`src/rtl/decimal_key_pkg.sv`:
```
// Shared types and helpers for the decimal key arbiter: key vectors, BCD codes,
// output FSM states and the index-to-BCD encoder.
package decimal_key_pkg;

  localparam int NUM_KEYS = 10;
  localparam int BCD_W    = 4;

  typedef logic [NUM_KEYS-1:0] key_vec_t;
  typedef logic [BCD_W-1:0]    bcd_t;

  typedef enum logic {ST_IDLE, ST_HOLD} state_t;

  // Indices above 9 cannot be granted; they fall back to 0000.
  function automatic bcd_t idx_to_bcd(input logic [3:0] idx);
    bcd_t code;
    code = '0;
    if (idx <= 4'd9) code = idx;
    return code;
  endfunction

endpackage

```
`src/rtl/decimal_key_arbiter_rr_pick10.sv`:
```
// Combinational round-robin picker over 10 request lines, searching upward from
// the slot after the last grant and wrapping 9 -> 0.
module rr_pick10
  import decimal_key_pkg::*;
(
  input  logic [NUM_KEYS-1:0] pending,
  input  logic [3:0]          ptr,
  output logic [NUM_KEYS-1:0] grant_onehot,
  output logic [3:0]          grant_idx,
  output logic                any
);

  // Modulo-10 add that stays correct even for an out-of-range base.
  function automatic logic [3:0] wrap_add(input logic [3:0] base, input logic [3:0] step);
    logic [4:0] sum;
    sum = {1'b0, base} + {1'b0, step};
    if (sum >= 5'd10) sum = sum - 5'd10;
    if (sum >= 5'd10) sum = sum - 5'd10;
    return sum[3:0];
  endfunction

  always_comb begin
    logic [3:0] cand;
    cand         = '0;
    grant_onehot = '0;
    grant_idx    = '0;
    any          = 1'b0;
    for (int k = 1; k <= NUM_KEYS; k++) begin
      cand = wrap_add(ptr, 4'(k));
      if (!any && pending[cand]) begin
        any               = 1'b1;
        grant_idx         = cand;
        grant_onehot[cand] = 1'b1;
      end
    end
  end

endmodule

```
`src/rtl/decimal_key_arbiter.sv`:
```
// Synchronises 10 decimal key lines, latches each press as pending and serialises
// them round-robin through one BCD encoder onto a valid/ready output.
module decimal_key_arbiter
  import decimal_key_pkg::*;
#(
  parameter int SYNC_STAGES = 2
)
(
  input  logic                clk,
  input  logic                rst,
  input  logic [NUM_KEYS-1:0] key_in,
  output logic [BCD_W-1:0]    bcd_out,
  output logic                bcd_valid,
  input  logic                bcd_ready,
  output logic [NUM_KEYS-1:0] pending,
  output logic                drop_err,
  output logic                busy
);

  logic [SYNC_STAGES-1:0][NUM_KEYS-1:0] sync_chain;
  key_vec_t   sync_d;
  key_vec_t   rise;
  key_vec_t   pick_onehot;
  key_vec_t   grant_vec;
  logic [3:0] pick_idx;
  logic [3:0] ptr;
  logic       pick_any;
  logic       grant_en;
  state_t     state;

  always_ff @(posedge clk or posedge rst) begin
    if (rst) begin
      sync_chain <= '0;
      sync_d     <= '0;
    end else begin
      sync_chain[0] <= key_in;
      for (int s = 1; s < SYNC_STAGES; s++) sync_chain[s] <= sync_chain[s-1];
      sync_d <= sync_chain[SYNC_STAGES-1];
    end
  end

  assign rise = sync_chain[SYNC_STAGES-1] & ~sync_d;

  rr_pick10 u_pick (
    .pending      (pending),
    .ptr          (ptr),
    .grant_onehot (pick_onehot),
    .grant_idx    (pick_idx),
    .any          (pick_any)
  );

  // A grant happens whenever the output slot is free or is being emptied this edge.
  assign grant_en  = pick_any & ((state == ST_IDLE) | bcd_ready);
  assign grant_vec = grant_en ? pick_onehot : '0;

  always_ff @(posedge clk or posedge rst) begin
    if (rst) begin
      state     <= ST_IDLE;
      bcd_out   <= '0;
      bcd_valid <= 1'b0;
      ptr       <= 4'd9;
      pending   <= '0;
      drop_err  <= 1'b0;
    end else begin
      pending  <= rise | (pending & ~grant_vec);
      drop_err <= |(rise & pending & ~grant_vec);
      case (state)
        ST_IDLE: begin
          if (grant_en) begin
            state     <= ST_HOLD;
            bcd_valid <= 1'b1;
            bcd_out   <= idx_to_bcd(pick_idx);
            ptr       <= pick_idx;
          end
        end
        ST_HOLD: begin
          if (grant_en) begin
            bcd_out <= idx_to_bcd(pick_idx);
            ptr     <= pick_idx;
          end else if (bcd_ready) begin
            state     <= ST_IDLE;
            bcd_valid <= 1'b0;
          end
        end
        default: begin
          state     <= ST_IDLE;
          bcd_valid <= 1'b0;
        end
      endcase
    end
  end

  assign busy = bcd_valid | (|pending);

endmodule

```
`config.mk`:
```
export PLATFORM = sky130hd
export DESIGN_NAME = decimal_key_arbiter
export DESIGN_NICKNAME = d
export VERILOG_FILES = /design/src/rtl/decimal_key_pkg.sv /design/src/rtl/decimal_key_arbiter_rr_pick10.sv /design/src/rtl/decimal_key_arbiter.sv
export SDC_FILE = /design/constraint.sdc
export NUM_CORES = 1
export LEC_CHECK = 0
export CAP_MARGIN = 40
export CELL_PAD_IN_SITES_DETAIL_PLACEMENT = 2
export CELL_PAD_IN_SITES_GLOBAL_PLACEMENT = 2
export CORE_MARGIN = 5
export CORE_UTILIZATION = 35
export CTS_BUF_LIST = sky130_fd_sc_hd__clkbuf_16
export CTS_CLUSTER_DIAMETER = 80
export DETAILED_ROUTE_END_ITERATION = 10
export PLACE_DENSITY_LB_ADDON = 0.1
export SKIP_LAST_GASP = 1
export SLEW_MARGIN = 40
export SYNTH_ARGS = -nofsm -noshare
export SYNTH_HDL_FRONTEND = slang
export SYNTH_HIERARCHICAL = 1
export SYNTH_SLANG_ARGS = --single-unit
```
`constraint.sdc`:
```
create_clock -name clk -period 5.8 [get_ports clk]
set_input_delay 0.87 -clock clk [delete_from_list [all_inputs] [get_ports clk]]
set_output_delay 0.87 -clock clk [all_outputs]
set_load 0.005 [all_outputs]
```
==> impl_metrics.prom <==
# TYPE chip_impl_metric gauge
chip_impl_metric{name="placer_congestion",unit=""} 0.8985
chip_impl_metric{name="first_iter_violations",unit=""} 332
chip_impl_metric{name="post-route-min-period",unit="ps"} 5633
chip_impl_metric{name="timing.critical_path.slowest_cell_delay",unit="ps"} 570
chip_impl_metric{name="drt.antenna.violating_nets",unit=""} 0
chip_impl_info{name="path_cells",value="inv_2 > ha_2 > buf_8 > ha_1 > nor2b_2 > a211oi_4 > a21oi_1 > xnor2_1 > ha_1 > o211ai_2 > a22oi_2 > mux2_2 > nor3_4 > o2111a_2 > nand4_4 > or3_1 > and3_1 > mux2i_1 > nand2_1 > o21ai_2 > o22ai_2 > a211oi_2 > nand3_1"} 1
chip_impl_info{name="hold_critical_path_endpoint",value="sync_chain[19]$_DFF_PP0_"} 1
chip_impl_metric{name="max_freq",unit="MHz"} 177.5
chip_impl_metric{name="io_buffers",unit=""} 29
chip_impl_metric{name="setup_ws",unit="ps"} 167.3
chip_impl_metric{name="report.final.hold_viol_count",unit=""} 0
chip_impl_metric{name="htree_num_levels",unit=""} 2
chip_impl_metric{name="die-width",unit="um"} 148.3
chip_impl_metric{name="routed_wire_length_per_instance",unit="um"} 24.85
chip_impl_metric{name="post-route-period-util",unit=""} 0.9712
chip_impl_metric{name="core_area",unit="um2"} 18770
chip_impl_metric{name="rr_worst_depth",unit=""} 23
chip_impl_info{name="critical_path.startpoint_type",value="flop"} 1
chip_impl_metric{name="postSynth.asyncResetShare",unit=""} 1.000
chip_impl_info{name="yosys_most_used_dff",value="sky130_fd_sc_hd__dfrtp_1"} 1
chip_impl_metric{name="place_worst_setup_slack",unit="ps"} -580.6
chip_impl_metric{name="fin_worst_hold_slack",unit="ps"} 354.3
chip_impl_metric{name="clock_tree_skew_after_final_layout",unit="ps"} 7.939
chip_impl_metric{name="worst-slew-pin-transition",unit="ps"} 774.2
chip_impl_info{name="holdCritPathClass",value="flop to flop"} 1
chip_impl_metric{name="worst-endpoint-arrival",unit="ps"} 5810
chip_impl_metric{name="clock_sink_total",unit=""} 51
chip_impl_metric{name="number_of_warnings_printed_during_yosys_synthesis",unit=""} 6
chip_impl_info{name="netlist_top_cells_area",value="sky130_fd_sc_hd__dfrtp_1, sky130_fd_sc_hd__ha_1, sky130_fd_sc_hd__mux2i_1, sky130_fd_sc_hd__nand2_1, sky130_fd_sc_hd__xnor2_1"} 1
chip_impl_info{name="critical_path.most_common_cell",value="sky130_fd_sc_hd__ha_1"} 1
chip_impl_metric{name="initial_utilization",unit=""} 0.3567
chip_impl_info{name="slowest_stage",value="sky130_fd_sc_hd__dfstp_2"} 1
chip_impl_info{name="worstReg2RegStart",value="ptr[0]$_DFFE_PP1N_"} 1
chip_impl_metric{name="syn_nets",unit=""} 853
chip_impl_info{name="layout.cells.most_common",value="sky130_fd_sc_hd__nand2_1"} 1
chip_impl_metric{name="cts-root-to-sink-buffers",unit=""} 2
chip_impl_metric{name="postSynthRegisterBits",unit=""} 51
chip_impl_metric{name="ff2ff_setup_slack",unit="ps"} 170
chip_impl_metric{name="track_usage",unit=""} 0.2454
chip_impl_metric{name="final_util",unit=""} 0.4303
chip_impl_metric{name="num-nets-final",unit=""} 922
chip_impl_metric{name="cts-buffers-inserted",unit=""} 5
chip_impl_metric{name="mappedNetlistArea",unit="um2"} 6694
chip_impl_metric{name="post_synth.cell_area_avg",unit="um2"} 8.367
chip_impl_metric{name="syn2layout_area_growth",unit="%"} 20.64
chip_impl_metric{name="floorplan.die.height",unit="um"} 148.3
chip_impl_metric{name="routed_wl",unit="um"} 27430
chip_impl_metric{name="n_antenna_cell",unit=""} 0
chip_impl_metric{name="dpl.hpwl",unit="um"} 21900
chip_impl_metric{name="timing.setup.tns",unit="ps"} 0
chip_impl_metric{name="vias_per_cell",unit=""} 6.077
chip_impl_metric{name="worst_slew_margin_rel",unit=""} 0.4691
chip_impl_metric{name="drive_above_1_share",unit=""} 0.2402
chip_impl_metric{name="worstSkewPairLatency",unit="ps"} 300
chip_impl_info{name="end_of_the_worst_register_to_register_path",value="drop_err$_DFF_PP0_"} 1
chip_impl_metric{name="grt_first_pass_wirelength",unit="um"} 42680
chip_impl_metric{name="detailedRoute.firstPassIterationCount",unit=""} 4
chip_impl_metric{name="synthesis.instances",unit=""} 800
chip_impl_info{name="final_cell_mix",value="sky130_fd_sc_hd__nand2_1, sky130_fd_sc_hd__buf_4, sky130_fd_sc_hd__dfrtp_1"} 1
chip_impl_metric{name="globalRouteOverflowTotal",unit=""} 0
chip_impl_metric{name="grt_antenna_before_repair",unit=""} 0
chip_impl_info{name="criticalPathCategory",value="flop to flop"} 1
chip_impl_info{name="synth_top_cell_by_area",value="sky130_fd_sc_hd__dfrtp_1"} 1
chip_impl_metric{name="detail_route.drc_violations",unit=""} 0
chip_impl_metric{name="maxSlewViolCount",unit=""} 0
chip_impl_info{name="grt_setup_unrepaired",value="yes"} 1
chip_impl_metric{name="yosysSeqAreaShare",unit=""} 0.1910
chip_impl_metric{name="grt_start_max_net_pins",unit=""} 52
chip_impl_metric{name="hold-path-cell-count",unit=""} 0
chip_impl_info{name="min_from",value="sync_chain[9]$_DFF_PP0_"} 1
chip_impl_metric{name="num_vias",unit=""} 6709
chip_impl_metric{name="design.portCount",unit=""} 30
chip_impl_metric{name="yosys.cell_types.count",unit=""} 115
chip_impl_info{name="critical_path.endpoint_type",value="flop"} 1
chip_impl_metric{name="post_cts_hold_buffer_count",unit=""} 0
chip_impl_metric{name="first_global_vias",unit=""} 7286
chip_impl_metric{name="floorplan.die_area",unit="um2"} 21990
chip_impl_info{name="run_status",value="finished clean"} 1
chip_impl_metric{name="cp_max_fo",unit=""} 16
chip_impl_metric{name="post_synth_edffs",unit=""} 0
chip_impl_metric{name="std_cell_rows",unit=""} 50
chip_impl_info{name="ctsRootBufferMaster",value="sky130_fd_sc_hd__clkbuf_16"} 1
chip_impl_metric{name="setup_viol_count_final",unit=""} 0
chip_impl_metric{name="yosysTopAreaCellShare",unit=""} 0.1832
chip_impl_info{name="cts_tree",value="yes"} 1
chip_impl_metric{name="cts.reportedPaths.clkPinSlew",unit="ps"} 80
chip_impl_metric{name="cap_viol_max_count",unit=""} 0
chip_impl_metric{name="worst_ep_required_time",unit="ps"} 5980
==> sequential cells by signal (all words and copies together), names as in the netlist <==
signal / flops
sync_chain: 20
pending: 10
sync_d: 10
bcd_out: 4
ptr: 4
bcd_valid: 1
drop_err: 1
state: 1
==> synth_stat cells, types with 5 or more instances <==
library cell and n:
sky130_fd_sc_hd__a211o_1 8, sky130_fd_sc_hd__a211oi_1 10, sky130_fd_sc_hd__a21boi_0 5, sky130_fd_sc_hd__a21o_1 7
sky130_fd_sc_hd__a21oi_1 34, sky130_fd_sc_hd__a31oi_1 19, sky130_fd_sc_hd__and3_1 8, sky130_fd_sc_hd__buf_2 11
sky130_fd_sc_hd__buf_4 6, sky130_fd_sc_hd__buf_6 6, sky130_fd_sc_hd__clkbuf_1 8, sky130_fd_sc_hd__dfrtp_1 49
sky130_fd_sc_hd__ha_1 39, sky130_fd_sc_hd__inv_1 36, sky130_fd_sc_hd__inv_2 5, sky130_fd_sc_hd__mux2_2 13
sky130_fd_sc_hd__mux2i_1 36, sky130_fd_sc_hd__nand2_1 82, sky130_fd_sc_hd__nand2b_1 19, sky130_fd_sc_hd__nand3_1 21
sky130_fd_sc_hd__nand3b_1 10, sky130_fd_sc_hd__nand4_1 12, sky130_fd_sc_hd__nor2_1 47, sky130_fd_sc_hd__nor2b_1 14
sky130_fd_sc_hd__nor3_1 26, sky130_fd_sc_hd__nor4_1 14, sky130_fd_sc_hd__o2111ai_1 5, sky130_fd_sc_hd__o211ai_1 10
sky130_fd_sc_hd__o21ai_0 23, sky130_fd_sc_hd__o21ai_1 13, sky130_fd_sc_hd__o22ai_1 8, sky130_fd_sc_hd__o31ai_1 6
sky130_fd_sc_hd__or2_2 5, sky130_fd_sc_hd__or4_1 5, sky130_fd_sc_hd__xnor2_1 21
==> metal layers <==
| metal | track usage | share of wire | wire (um) |
|---|---|---|---|
| met1 | 0.3322 | 0.46 | 12750 |
| met2 | 0.4165 | 0.48 | 13140 |
| met3 | 0.03138 | 0.035 | 947 |
| met4 | 0.06051 | 0.022 | 598 |
| met5 | 0 | 0 | 0 |
==> through the flow <==
| step | instance area [um2] | instances |
|---|---|---|
| floorplan | 6704 | 800 |
| global placement | 7461 | 1080 |
| detailed placement | 7466 | 1081 |
| CTS | 7700 | 1089 |
| global route | 8075 | 1104 |
| finish | 8075 | 1104 |
==> cells by family (layout without fill, tap and decap cells) <==
| kind of cell | Yosys count | in the layout | synth area share |
|---|---|---|---|
| buffers and inverters | 77 | 147 | 0.05570 |
| and+or+nand+nor | 306 | 306 | 0.2508 |
| xor gates and xnor gates | 31 | 31 | 0.05215 |
| AOI/OAI and AO/OA | 244 | 244 | 0.2933 |
| muxes | 51 | 51 | 0.08112 |
| adders and majority gates | 40 | 40 | 0.07589 |
| DFF | 51 | 51 | 0.1910 |
==> worst max-delay path by stage <==
stage / startpoint / end / slack [ps] / depth (start not counted)
global route: ptr[0]$_DFFE_PP1N_ / drop_err$_DFF_PP0_ / -100 / 24
global placement: ptr[2]$_DFFE_PP0N_ / bcd_out[0]$_DFFE_PP0N_ / -390 / 21
CTS: ptr[0]$_DFFE_PP1N_ / drop_err$_DFF_PP0_ / 20 / 24
finish: ptr[0]$_DFFE_PP1N_ / drop_err$_DFF_PP0_ / 170 / 23
floorplan: ptr[0]$_DFFE_PP1N_ / drop_err$_DFF_PP0_ / 20 / 28
detailed placement: ptr[2]$_DFFE_PP0N_ / bcd_out[0]$_DFFE_PP0N_ / -580 / 21
==> final cells by class <==
| class | count | area (um2) |
|---|---|---|
| repair buffers | 97 | 808.3 |
| clock inverters | 3 | 27.53 |
| multi-input cells | 672 | 5381 |
| flip-flops and latches | 51 | 1280 |
| inverters | 42 | 160.2 |
| fillers | 2099 | 10690 |
| clock buffers | 5 | 125.1 |
| well taps | 234 | 292.8 |
==> critical path, delay by kind of cell (launching register included) <==
family | cells | cell delay (ps)
multiplexers | 2 | 520
XOR/XNOR | 1 | 270
AND/OR/NAND/NOR | 7 | 1350
AO/OA/AOI/OAI | 8 | 1760
flip-flops | 1 | 570
buffers and inverters | 2 | 210
adder cells (fa/ha/maj) | 3 | 810
==> what timing repair did <==
action                                  CTS  global route
setup buffers                             0            15
gates resized for setup                  15            51
pin swaps                                 3            12
endpoints found under the setup margin   11            19
Power is not shown: default switching activity piles up to over one toggle a cycle in this logic, so the estimate is an artifact.
